[config.mk]
export PLATFORM = sky130hd
export DESIGN_NAME = uart_pkt_rx
export DESIGN_NICKNAME = d
export VERILOG_FILES = /design/src/rtl/uart_pkt_rx.sv
export SDC_FILE = /design/constraint.sdc
export NUM_CORES = 1
export LEC_CHECK = 0
export ABC_AREA = 1
export CORE_MARGIN = 2
export CORE_UTILIZATION = 50
export CTS_CLUSTER_SIZE = 14
export DETAILED_ROUTE_END_ITERATION = 12
export GPL_TIMING_DRIVEN = 0
export PLACE_DENSITY_LB_ADDON = 0.2
export SLEW_MARGIN = 20
export SYNTH_ARGS = -nofsm -noshare
export SYNTH_HDL_FRONTEND = slang
export SYNTH_SLANG_ARGS = --single-unit
[constraint.sdc]
create_clock -name clk -period 1.6 [get_ports clk]
set_input_delay 0.4 -clock clk [delete_from_list [all_inputs] [get_ports clk]]
set_output_delay 0.4 -clock clk [all_outputs]
set_load 0.05 [all_outputs]
[src/rtl/uart_pkt_rx.sv]
// uart_pkt_rx: packet deframer behind the UART receive FIFO.
//
// Pops bytes from the RX FIFO whenever one is available and parses each
// frame in the form SYNC, LEN, PAYLOAD[LEN], CSUM.
//   - Payload bytes are streamed out cut-through, before the frame is validated.
//   - Each frame ends with either a pkt_done pulse or a pkt_err pulse.
//   - An inter-byte idle timeout aborts truncated frames.
//
// Ports
//   clk        system clock
//   reset_n    asynchronous active-low reset
//   rx_empty   UART RX FIFO empty flag
//   r_data     UART RX FIFO head byte, valid while rx_empty=0
//   rd_uart    pop strobe to the FIFO (combinational, always ready)
//   pkt_start  pulse: a valid length byte was accepted
//   out_data   payload byte
//   out_valid  pulse qualifying out_data
//   pkt_done   pulse: the frame passed its checksum
//   pkt_err    pulse: the frame was aborted
//   err_code   cause of the last abort (01 length, 10 checksum, 11 timeout)
//   pkt_len    length of the current or last accepted frame
//   drop_cnt   saturating count of non-sync bytes discarded while hunting
module uart_pkt_rx #(
    parameter logic [7:0]  SYNC    = 8'hA5,
    parameter int unsigned MAX_LEN = 64,
    parameter int unsigned TIMEOUT = 50000,
    parameter int unsigned TO_W    = 16
) (
    input  logic       clk,
    input  logic       reset_n,
    input  logic       rx_empty,
    input  logic [7:0] r_data,
    output logic       rd_uart,
    output logic       pkt_start,
    output logic [7:0] out_data,
    output logic       out_valid,
    output logic       pkt_done,
    output logic       pkt_err,
    output logic [1:0] err_code,
    output logic [7:0] pkt_len,
    output logic [7:0] drop_cnt
);

    localparam logic [7:0]      MAX_LEN_B = 8'(MAX_LEN);
    // The counter reaching TIMEOUT is detected one increment early.
    localparam logic [TO_W-1:0] TO_LAST   = TO_W'(TIMEOUT - 1);

    localparam logic [1:0] ERR_LEN  = 2'b01;
    localparam logic [1:0] ERR_CSUM = 2'b10;
    localparam logic [1:0] ERR_TO   = 2'b11;

    typedef enum logic [1:0] {
        HUNT    = 2'd0,
        LEN     = 2'd1,
        PAYLOAD = 2'd2,
        CSUM    = 2'd3
    } state_t;

    state_t          state;
    logic [7:0]      acc;
    logic [7:0]      remaining;
    logic [TO_W-1:0] to_cnt;
    logic            take;

    // The block never stalls, so every available byte is popped.
    assign rd_uart = ~rx_empty & reset_n;
    assign take    = rd_uart;

    // Frame parser, timeout and registered outputs.
    always_ff @(posedge clk or negedge reset_n) begin
        if (!reset_n) begin
            state     <= HUNT;
            acc       <= 8'd0;
            remaining <= 8'd0;
            to_cnt    <= '0;
            pkt_start <= 1'b0;
            out_data  <= 8'd0;
            out_valid <= 1'b0;
            pkt_done  <= 1'b0;
            pkt_err   <= 1'b0;
            err_code  <= 2'b00;
            pkt_len   <= 8'd0;
            drop_cnt  <= 8'd0;
        end else begin
            pkt_start <= 1'b0;
            out_valid <= 1'b0;
            pkt_done  <= 1'b0;
            pkt_err   <= 1'b0;

            // Idle timeout inside a frame; a byte present this cycle wins.
            if (state == HUNT || take) begin
                to_cnt <= '0;
            end else if (to_cnt == TO_LAST) begin
                to_cnt   <= '0;
                pkt_err  <= 1'b1;
                err_code <= ERR_TO;
                state    <= HUNT;
            end else begin
                to_cnt <= to_cnt + TO_W'(1);
            end

            if (take) begin
                unique case (state)
                    HUNT: begin
                        if (r_data == SYNC) begin
                            acc   <= 8'd0;
                            state <= LEN;
                        end else if (drop_cnt != 8'hFF) begin
                            drop_cnt <= drop_cnt + 8'd1;
                        end
                    end
                    LEN: begin
                        if (r_data == 8'd0 || r_data > MAX_LEN_B) begin
                            pkt_err  <= 1'b1;
                            err_code <= ERR_LEN;
                            state    <= HUNT;
                        end else begin
                            pkt_len   <= r_data;
                            remaining <= r_data;
                            acc       <= r_data;
                            pkt_start <= 1'b1;
                            state     <= PAYLOAD;
                        end
                    end
                    PAYLOAD: begin
                        out_data  <= r_data;
                        out_valid <= 1'b1;
                        acc       <= acc + r_data;
                        remaining <= remaining - 8'd1;
                        if (remaining == 8'd1) begin
                            state <= CSUM;
                        end
                    end
                    CSUM: begin
                        if (8'(acc + r_data) == 8'd0) begin
                            pkt_done <= 1'b1;
                        end else begin
                            pkt_err  <= 1'b1;
                            err_code <= ERR_CSUM;
                        end
                        state <= HUNT;
                    end
                    default: state <= HUNT;
                endcase
            end
        end
    end

endmodule

## Word level (Yosys, flattened, before mapping)

Index checks and enable logic that the tools add are counted.

| cells by class | value |
|---|---|
| reduce and logical (&&, ||, !) cells | 12 |
| bitwise logic cells | 4 |
| equality and inequality tests | 9 |
| mux-type cells | 33 |
| magnitude comparators | 1 |
| add/sub/neg operators | 4 |

Operators with widths:

| cell | count |
|---|---|
| $mux 16 | 2 |
| $pmux 8 s3 | 1 |
| $mux 2 | 11 |
| $add 16x1->16 const B | 1 |
| $eq 16x16->1 const B | 1 |
| $logic_not 8->1 | 2 |
| $mux 8 | 2 |
| $pmux 8 s2 | 1 |
| $mux 1 | 13 |
| $add 8x1->8 const B | 1 |
| $add 8x8->8 | 1 |
| $eq 8x1->1 const B | 1 |
| $eq 8x8->1 const B | 1 |
| $gt 8x7->1 const B | 1 |
| $ne 8x8->1 const B | 1 |
| $pmux 2 s4 | 1 |
| $reduce_and 4->1 | 2 |
| $sub 8x1->8 const B | 1 |
| $reduce_and 3->1 | 2 |
| $eq 2x2->1 const B | 2 |
| $pmux 2 s2 | 1 |
| $not 1->1 | 3 |
| $reduce_bool 3->1 | 1 |
| $eq 2x1->1 const B | 1 |
| 8 further kinds | 9 |

| word-level totals | value |
|---|---|
| logic and storage cells | 75 |
| input port bits | 11 |
| register bits | 64 |

## Logic depth before layout (Yosys ltp)

Gate-level depths: netlist (run 1).

| logic depth | value |
|---|---|
| depth after elaboration | 7 |
| depth in mapped cells | 15 |
| gate-level depth less buffers | 15 |

## Worst setup path after synthesis (run 1)

No wires, ideal clock.

| timing | value |
|---|---|
| kind | input to register |
| from | input port r_data[0] |
| to | register pkt_err |
| setup slack | -0.230 ns |
| arrival | 1.697 ns |
| cell stages on the path | 13 |
| required time | 1.468 ns |
| cells stage by stage | ha_1 -> inv_1 -> fa_1 -> inv_1 -> nand2_1 -> nand2_1 -> nand3_1 -> nand3_1 -> nand2_1 -> nor2_1 -> nand2_1 -> nand2_1 -> o211ai_1 |

| between the ends | value |
|---|---|
| cells in the longest elaborated chain, start to end | 5 |

RTL lines:

| element | RTL line | RTL |
|---|---|---|
| start, declared | 32 | `input logic [7:0] r_data,` |
| $add 8x8->8 (tied with other cells) | 135 | `if (8'(acc + r_data) == 8'd0) begin` |
| $logic_not 8->1 / $logic_or 1x1->1 (equally long branches) | 135, 113 |  |
| $mux 1, on equally long branches | 135, 113 |  |
| $pmux 1 s2 (*) | 103 | `unique case (state)` |
| $mux 1 (*) | 102 | `if (take) begin` |
| end signal, assigned | 95 | `pkt_err <= 1'b1;` |
| end signal, assigned | 114 | `pkt_err <= 1'b1;` |
| end signal, assigned | 138 | `pkt_err <= 1'b1;` |
| end, declared | 38 | `output logic pkt_err,` |

Every way passes the cells marked *; elsewhere a longest branch is shown, timed or not.
A chain may end at the register's enable or synchronous reset.

## Worst setup path in the final report (run 1)

| timing | value |
|---|---|
| from | register acc[0] |
| to | register pkt_err |

| between the ends | value |
|---|---|
| cells in the longest elaborated chain, start to end | 5 |

RTL lines:

| element | RTL line | RTL |
|---|---|---|
| start, declared | 60 | `logic [7:0] acc;` |
| start signal, assigned | 120 | `acc <= r_data;` |
| start signal, assigned | 128 | `acc <= acc + r_data;` |
| $add 8x8->8 | 135 |  |
| $logic_not 8->1 | 135 |  |
| $mux 1 | 135 |  |
| $pmux 1 s2 | 103 |  |
| $mux 1 | 102 |  |

No other way between the ends.

==> results of run 1 <==
-- routing by layer --
metal	share of wire, %	global-route usage, %
met5	0	0
met2	48	36.2
met3	4.6	4.61
met1	45	28.8
met4	2.0	9.74
-- power groups by stage --
| stage | Combinational [mW] | Clock (mW) | Sequential, mW |
|---|---|---|---|
| detailed placement | 4.00 | 0 | 2.55 |
| CTS | 4.30 | 1.40 | 2.55 |
| global placement | 3.92 | 0 | 2.54 |
| global route | 5.04 | 1.48 | 2.64 |
| floorplan | 1.90 | 0 | 3.51 |
| finish | 4.65 | 1.39 | 2.57 |
-- worst max-delay path, delay by kind of cell (launching register included) --
kind	cells	cell delay, ns
adders and majority gates	2	0.69
and+or+nand+nor	6	0.56
DFF	1	0.38
AOI/OAI and AO/OA	1	0.10
buffers and inverters	1	0.03
-- sequential cells by signal, summed over array words and instances (netlist names) --
register   flops
acc            8
drop_cnt       8
err_code       2
out_data       8
out_valid      1
pkt_done       1
pkt_err        1
pkt_len        8
pkt_start      1
remaining      8
state          2
to_cnt        16
-- layout make-up --
class | count | area (sq um)
plain buffers | 5 | 42.5
clock buffers | 11 | 131
clock inverters | 5 | 57.6
fillers | 579 | 2250
inverters | 70 | 275
multi-input cells | 317 | 2080
flip-flops and latches | 64 | 1610
well taps | 99 | 124
repair buffers | 64 | 648
-- cells by family (layout without fill, tap and decap cells) --
kind of cell    Yosys count  in the layout  synth area share (%)
compound gates           70             70                  11.0
xor+xnor                 16             16                  3.80
fa+ha+maj                17             17                  5.97
flops                    64             64                  43.4
simple gates            214            214                  27.5
buf+inv                  75            155                  8.28
-- worst max-delay path by stage --
stage	startpoint	to	slack (ns)	cells after the start
global route	acc[0]	pkt_err	-0.33	10
floorplan	r_data[0]	pkt_err	-0.11	10
finish	acc[0]	pkt_err	-0.29	10
CTS	acc[0]	pkt_err	-0.23	10
detailed placement	r_data[0]	pkt_err	-1.02	14
global placement	reset_n	rd_uart	-3.45	4
-- cell usage in the layout (no fill, tap or decap), drive strengths merged, types with 2 or more instances in the layout --
| master | Yosys | final |
|---|---|---|
| nor3b | 2 | 2 |
| buf | 3 | 27 |
| o22ai | 4 | 4 |
| nand2 | 126 | 126 |
| clkbuf | 2 | 17 |
| xor2 | 9 | 9 |
| a21oi | 20 | 20 |
| ha | 16 | 16 |
| xnor2 | 7 | 7 |
| o21ai | 41 | 41 |
| or2 | 2 | 2 |
| nor2 | 36 | 36 |
| a31oi | 2 | 2 |
| clkinvlp | 0 | 3 |
| nand3 | 27 | 27 |
| clkdlybuf4s15 | 0 | 28 |
| nor3 | 12 | 12 |
| dfrtp | 64 | 64 |
| dlygate4sd2 | 0 | 5 |
| nand4 | 8 | 8 |
| inv | 70 | 70 |
-- what timing repair did --
action	in CTS	in global routing
setup buffers	7	12
endpoints found under the hold margin	21	0
gates resized for setup	136	54
setup endpoints to repair	83	47
pin swaps	6	18
hold buffers	2	0
gates cloned	1	0
==> reports/results.txt, run 1 <==
Status - finished with violations
Violated checks - setup timing
Fraction of layout cells with a size suffix above 1 - 32.1%
Drc violations - 0
Synth Instances - 456
Dominant synthesized flop cell - dfrtp_1
Sw power - 4.08 mW
Ys async rst share - 100%
CP arrival - 2.12 ns
First-pass GRT wire length - 14400 microns
Clock Tree Buf Depth - 2
Worst reg-to-reg path cell count - 10
Seq pwr share - 29.9%
Total power - 8.61 mW
RSZ-0062 raised after global routing - true
Layout Cells excl Fill - 635
Total Routing Usage GR - 22.2%
Worst VDD drop - 905 uV
Hold Violations, Final - 0
Final min period - 1.89 ns
Clk_skew - 0.0111 ns
Cell Area, Synth - 0.00369 sq mm
Design area - 0.00497 sq mm
Post-Syn Nets - 484
HPWL Detailed - 5820 microns
Die H - 89.9 microns
Routed via count - 3309
Hold_ws - 0.0988 ns
Max-slew headroom - 66.8%
Initial antenna violation count - 0
Worst path cell trace - ha_4 > inv_2 > fa_2 > nand2_2 > nor2_4 > nand3_2 > nor2_4 > nand2_2 > nand2_2 > o211ai_1
Pint - 4.53 mW
Setup Viol. Count Final - 11
Setup TNS - -1.29 ns
Logic gate share of total power - 54.0%
CP max FO - 2
Vias in the first global route - 3105
Count of clock tree sinks - 64
Drt pass-1 iters - 4
Per-cell routed wire length - 14.1 microns
Post-layout util - 68.9%
Count leader, synth - nand2_1
Max-cap violations - 0
Post-route ant nets - 0
Die extent in x - 89.9 microns
Dpl ws - -1.02 ns
Flop-to-flop setup slack - -0.29 ns
Worst Setup Slack, final - -0.290 ns
Largest net degree at the start of global routing - 23
Cells after DPL - 597
Clock Tree Root - clkbuf_8
R2R Path Start - acc[0]
Share of the synthesized area in the top cell type - 43.4%
Fin nets - 559
CP max stage delay - 0.54 ns
Data required, critical path - 1.83 ns
Avg Vias per Cell - 5.21
Row count - 31
CTS Buf Count - 9
CORE AREA - 0.00721 sq mm
Placer Congestion - 0.867
Layout overhead on the synthesized area - 34.8%
Switching part of the total - 47.4%
CP max stage cell - fa_2
EDFF count, synth - 0
Tcrit/Tclk final - 118%
Distinct cells, synth - 38
Crit Reg-Reg Endpoint - pkt_err
I/O Pins - 42
Avg Inst Size Synth - 8.08 sq um
HP Class - in2async
Iteration-0 DRC Markers - 187
Pwr/cell area - 1730 mW/mm^2
H-Tree Level Count - 3
Leakage - 2.37 nW
Post-Route WL - 8940 microns
Clock share of power - 16.1%
IO buf count - 41
Reg clk slew, reported paths - 0.08 ns
CTS tree - yes
Slew at the pin closest to its max-slew limit - 0.497 ns
Crit. End Element - register
Max-slew violations - 0
Top cells by area, synth - dfrtp_1, nand2_1, inv_1
DP Area - 0.00426 sq mm
Register area share after synthesis - 43.4%
CP Class - reg2reg
Synth Register Bits - 64
Ant. Diodes - 0
Clock Latency Late Sink - 0.36 ns
Commonest cells post-synth - nand2_1, dfrtp_1, inv_1
Cell taking the most area after synthesis - dfrtp_1
Die ar. - 0.00807 sq mm
FMAX - 529 MHz
Initial Util - 51.1%
Critical path startpoint category - register
Synth warnings - 0
Most common cell on crit path - nand2_2
Congestion Overflow GR - 0
Power figures use the tool's default switching activity.
==> inputs of run 2 (changes only) <==
- CTS_CLUSTER_SIZE: 14 -> not set
- RECOVER_POWER: not set -> 50
- SKIP_LAST_GASP: not set -> 1
==> run 2 against run 1 <==
The flow still finishes with violations (setup timing). Highest routed layer unchanged. Power shrank 0.66%. Combinational power fell by 1%. Cell count is the same. Die area stayed put.
==> reports/results.txt, run 2 (same netlist as run 1, synthesis figures left out) <==
CP max stage cell - fa_2
Leading cell type in the layout, fill and taps excluded - nand2_1
Clk_skew - 0.0114 ns
Worst reg-to-reg path cell count - 10
Total Routing Usage GR - 22.1%
Most common cell on crit path - nand2_2
Layout Cells excl Fill - 635
Setup Viol. Count Final - 18
Avg Vias per Cell - 5.23
Congestion Overflow GR - 0
I/O Pins - 42
Worst Setup Slack, final - -0.279 ns
CTS Buf Count - 9
WHS Path Cells - 3
Status - finished with violations
First-pass GRT wire length - 14300 microns
Slew at the pin closest to its max-slew limit - 1.25 ns
CP arrival - 2.10 ns
Worst path cell trace - ha_4 > inv_2 > fa_2 > nand2_2 > nor2_4 > nand3_2 > nor2_4 > nand2_2 > nand2_2 > o211ai_1
Leakage - 2.34 nW
Die ar. - 0.00807 sq mm
Hold path startpoint - r_data[4]
HP Class - in2reg
Total power - 8.55 mW
Tcrit/Tclk final - 117%
Crit. End Element - register
Initial Util - 51.1%
Largest net degree at the start of global routing - 23
Clock Tree Root - clkbuf_8
IO buf count - 41
Ant. Diodes - 0
Fraction of layout cells with a size suffix above 1 - 30.6%
Placer Congestion - 0.867
Fin nets - 559
Largest Register - to_cnt
Cells after DPL - 597
CP Class - reg2reg
Final min period - 1.88 ns
Worst VDD drop - 907 uV
Reg clk slew, reported paths - 0.07 ns
Flop-to-flop setup slack - -0.28 ns
Data required, critical path - 1.83 ns
Clock Tree Buf Depth - 2
Die H - 89.9 microns
Max-slew headroom - 16.8%
CTS tree - yes
Row count - 31
Routed via count - 3321
Violated checks - setup timing
Layout overhead on the synthesized area - 33.3%
Initial antenna violation count - 0
CP max FO - 2
Pwr/cell area - 1740 mW/mm^2
R2R Path Start - acc[0]
Drc violations - 0
Per-cell routed wire length - 14.0 microns
Clock Latency Late Sink - 0.36 ns
Post-route ant nets - 0
Count of clock tree sinks - 64
Die extent in x - 89.9 microns
Critical path startpoint category - register
Hold Violations, Final - 0
RSZ-0062 raised after global routing - true
Hold Path End - pkt_len[4]
CP max stage delay - 0.54 ns
H-Tree Level Count - 3
CORE AREA - 0.00721 sq mm
Crit Reg-Reg Endpoint - pkt_err
Largest register FFs - 16
FMAX - 532 MHz
Post-Route WL - 8890 microns
Drt pass-1 iters - 6
Commonest cells after routing, fill and taps aside - nand2_1, dfrtp_1, inv_1, nor2_1
Vias in the first global route - 3095
Iteration-0 DRC Markers - 199
HPWL Detailed - 5820 microns
Hold_ws - 0.422 ns
Max-slew violations - 0
Max-cap violations - 0
run 2: area by class of cell:
class,count,area [sq um]
plain buffers,5,42.5
fillers,589,2300
inverters,70,275
repair buffers,64,613
clock buffers,11,131
multi-input cells,317,2060
flip-flops and latches,64,1610
clock inverters,5,57.6
well taps,99,124
run 2: worst max-delay path, delay by kind of cell, from the launching register on:
kind	cells	cell delay, ns
compound gates	1	0.10
fa+ha+maj	2	0.69
buf+inv	1	0.03
flops	1	0.38
simple gates	6	0.54
run 2: metrics by stage:
step | utilization [%] | instance area, sq um | setup slack, ns | setup TNS, ns
after global routing | 68.1 | 4910 | -0.333 | -5.97
after CTS | 65.9 | 4760 | -0.228 | -1.11
after global placement | 58.7 | 4240 | -3.45 | -318.65
after detailed placement | 59.0 | 4260 | -1.02 | -32.90
after floorplan | - | 3700 | -0.106 | -0.284
final | 68.1 | 4910 | -0.279 | -1.99
run 2: how the worst max path moves through the flow:
stage / slack, ns / endpoint / start / cells after the start
floorplan: -0.11 / pkt_err / r_data[0] / 10
global placement: -3.45 / rd_uart / reset_n / 4
detailed placement: -1.02 / pkt_err / r_data[0] / 14
CTS: -0.23 / pkt_err / acc[0] / 10
global route: -0.33 / pkt_err / acc[0] / 10
finish: -0.28 / pkt_err / acc[0] / 10
run 2: what timing repair did:
| item | CTS | global route |
|---|---|---|
| setup endpoints to repair | 83 | 47 |
| cloned | 1 | 0 |
| hold buffers | 2 | 0 |
| endpoints found under the hold margin | 21 | 0 |
| buffers inserted | 7 | 12 |
| resized for setup | 135 | 52 |
| pin swaps | 6 | 16 |
run 2: power by group:
| group | switching, mW | total [mW] | internal [mW] |
|---|---|---|---|
| clock | 0.665 | 1.38 | 0.717 |
| sequential | 0.424 | 2.57 | 2.14 |
| combinational | 2.96 | 4.60 | 1.64 |
run 2: routing by layer:
metal / global-route usage (%) / up-vias / wire length, microns
met2: 35.9 / 83 / 4280
met5: 0 / - / 0
li1: - / 1626 / -
met1: 28.8 / 1599 / 3960
met4: 9.74 / 0 / 162
met3: 4.61 / 13 / 476
==> inputs of run 3 (changes only) <==
- CORE_UTILIZATION: 50 -> 30
==> run 3 against run 2 <==
The flow still finishes with violations (setup timing). Die area up 63%. Hold slack is essentially flat. Cell count is 7.9% higher. Sequential share of layout area down 0.82 points. Global-route usage down 7.8 points. Worst setup slack better by 0.031 ns. Sequential cell count is the same. Critical path depth is 5 higher. Fmax up 1.7%. Cell area increased by 2.6%. Largest power group unchanged. Highest routed layer unchanged.
==> reports/results.txt, run 3 (same netlist as run 1, synthesis figures left out) <==
CP Class - reg2reg
Post-route ant nets - 0
Critical path startpoint category - register
Setup Viol. Count Final - 17
Reg clk slew, reported paths - 0.05 ns
Fraction of layout cells with a size suffix above 1 - 31.8%
Die extent in x - 115 microns
Violated checks - setup timing
Worst Setup Slack, final - -0.248 ns
HP Class - in2async
Clock Tree Root - clkbuf_16
FMAX - 541 MHz
Clk_skew - 0.00650 ns
Status - finished with violations
DP Area - 0.00432 sq mm
Leakage - 2.42 nW
Row count - 40
DRT met1 WL - 4160 microns
Crit. End Element - register
Avg Vias per Cell - 4.73
Ant. Diodes - 0
Die H - 115 microns
Initial Util - 30.7%
Design area - 0.00504 sq mm
Max-cap violations - 0
Fin nets - 561
Routed via count - 3241
Iteration-0 DRC Markers - 176
Post-layout util - 42.0%
CTS tree - yes
Data required, critical path - 1.82 ns
Vias in the first global route - 3088
Leading cell type in the layout, fill and taps excluded - nand2_1
I/O Pins - 42
Setup TNS - -1.84 ns
Layout overhead on the synthesized area - 36.8%
Uppermost metal layer occupied by signal nets - met4
Initial antenna violation count - 0
Pwr/cell area - 1800 mW/mm^2
Clock Latency Late Sink - 0.33 ns
H-Tree Level Count - 3
Count of clock tree sinks - 64
Placer Congestion - 0.825
Die ar. - 0.0132 sq mm
RSZ-0062 raised after global routing - true
CORE AREA - 0.0120 sq mm
WL met2 - 4450 microns
Final min period - 1.85 ns
Total Routing Usage GR - 14.3%
Worst VDD drop - 655 uV
First-pass GRT wire length - 14900 microns
Tcrit/Tclk final - 116%
Cells after DPL - 645
IO buf count - 41
Per-cell routed wire length - 13.3 microns
Max-slew violations - 0
Hold Violations, Final - 0
Metal3 WL - 347 microns
Post-Route WL - 9120 microns
Slew at the pin closest to its max-slew limit - 1.21 ns
Max-slew headroom - 19.5%
Largest Register - to_cnt
Clock Tree Buf Depth - 2
Congestion Overflow GR - 0
Drt pass-1 iters - 5
HPWL Detailed - 6440 microns
Largest net degree at the start of global routing - 37
CTS Buf Count - 9
Commonest cells after routing, fill and taps aside - nand2_1, dfrtp_1, inv_1, nor2_1, o21ai_0
CP max FO - 3
Largest register FFs - 16
Drc violations - 0
CP arrival - 2.07 ns
Layout Cells excl Fill - 685
-- run 3: cell count changes in the layout (fill, tap and decap cells not counted), moves of 3 or more --
cell	previous run	this run
clkdlybuf4s15_2	25	16
nor2_2	1	4
clkbuf_16	0	9
clkbuf_8	9	2
clkbuf_2	5	16
clkbuf_1	5	1
buf_4	18	22
-- run 3: power breakdown --
group	internal [mW]	leakage [nW]	switching (mW)
clock network	1.28	0.148	0.699
registers	2.15	0.843	0.454
logic	1.56	1.43	2.93
total	4.99	2.42	4.08
-- run 3: layout make-up --
cell class	instances	area, sq um
repair buffers	66	552
clock inverters	5	55.1
fillers	1217	6970
plain buffers	5	40.0
flip-flops and latches	64	1610
well taps	147	184
clock buffers	11	253
multi-input cells	317	2080
inverters	70	275
-- run 3: what timing repair did --
item | in CTS | in global routing
setup buffers | 8 | 15
setup endpoints to repair | 83 | 52
hold buffers | 1 | 0
pin swaps | 8 | 27
endpoints found under the hold margin | 28 | 0
gates resized for setup | 124 | 62
-- run 3: routing by layer --
| metal | vias to the layer above | global-route usage (%) |
|---|---|---|
| met4 | 0 | 5.38 |
| met5 | - | 0 |
| met1 | 1541 | 18.5 |
| li1 | 1632 | - |
| met2 | 57 | 23.4 |
| met3 | 11 | 3.37 |
-- run 3: per-stage QoR --
step           setup slack [ns]  hold slack (ns)  power, mW
4_1_cts                  -0.258           0.0188       8.90
3_5_place_dp              -1.10            0.356       6.61
5_1_grt                  -0.358            0.485       9.72
2_1_floorplan            -0.106            0.104       5.41
6_report                 -0.248            0.422       9.07
3_3_place_gp              -3.55            0.456       6.55
-- run 3: worst paths after layout --
kind / start / to / slack [ns] / cells after the start
setup / recovery: acc[0] / err_code[0] / -0.25 / 15
hold / removal: reset_n / to_cnt[7] / 0.42 / 2
setup reg to reg: acc[0] / err_code[0] / -0.25 / 15
hold reg to reg: pkt_len[4] / pkt_len[4] / 0.48 / 2
max in group asynchronous: reset_n / pkt_start / 0.27 / 2
min in group clk: pkt_len[4] / pkt_len[4] / 0.48 / 2
-- run 3: critical path, cell delays in order, from the launching register on --
cell and delay, ns:
dfrtp_1 0.38, ha_4 0.14, inv_2 0.03, fa_2 0.38, inv_2 0.06, nand2_2 0.05, nand2_2 0.08, nand3_2 0.09
nand2_1 0.09, nand2_1 0.06, nand2_2 0.10, nor2_4 0.05, nand3_2 0.06, nand2_1 0.06, nand2_1 0.06, nand2_1 0.04
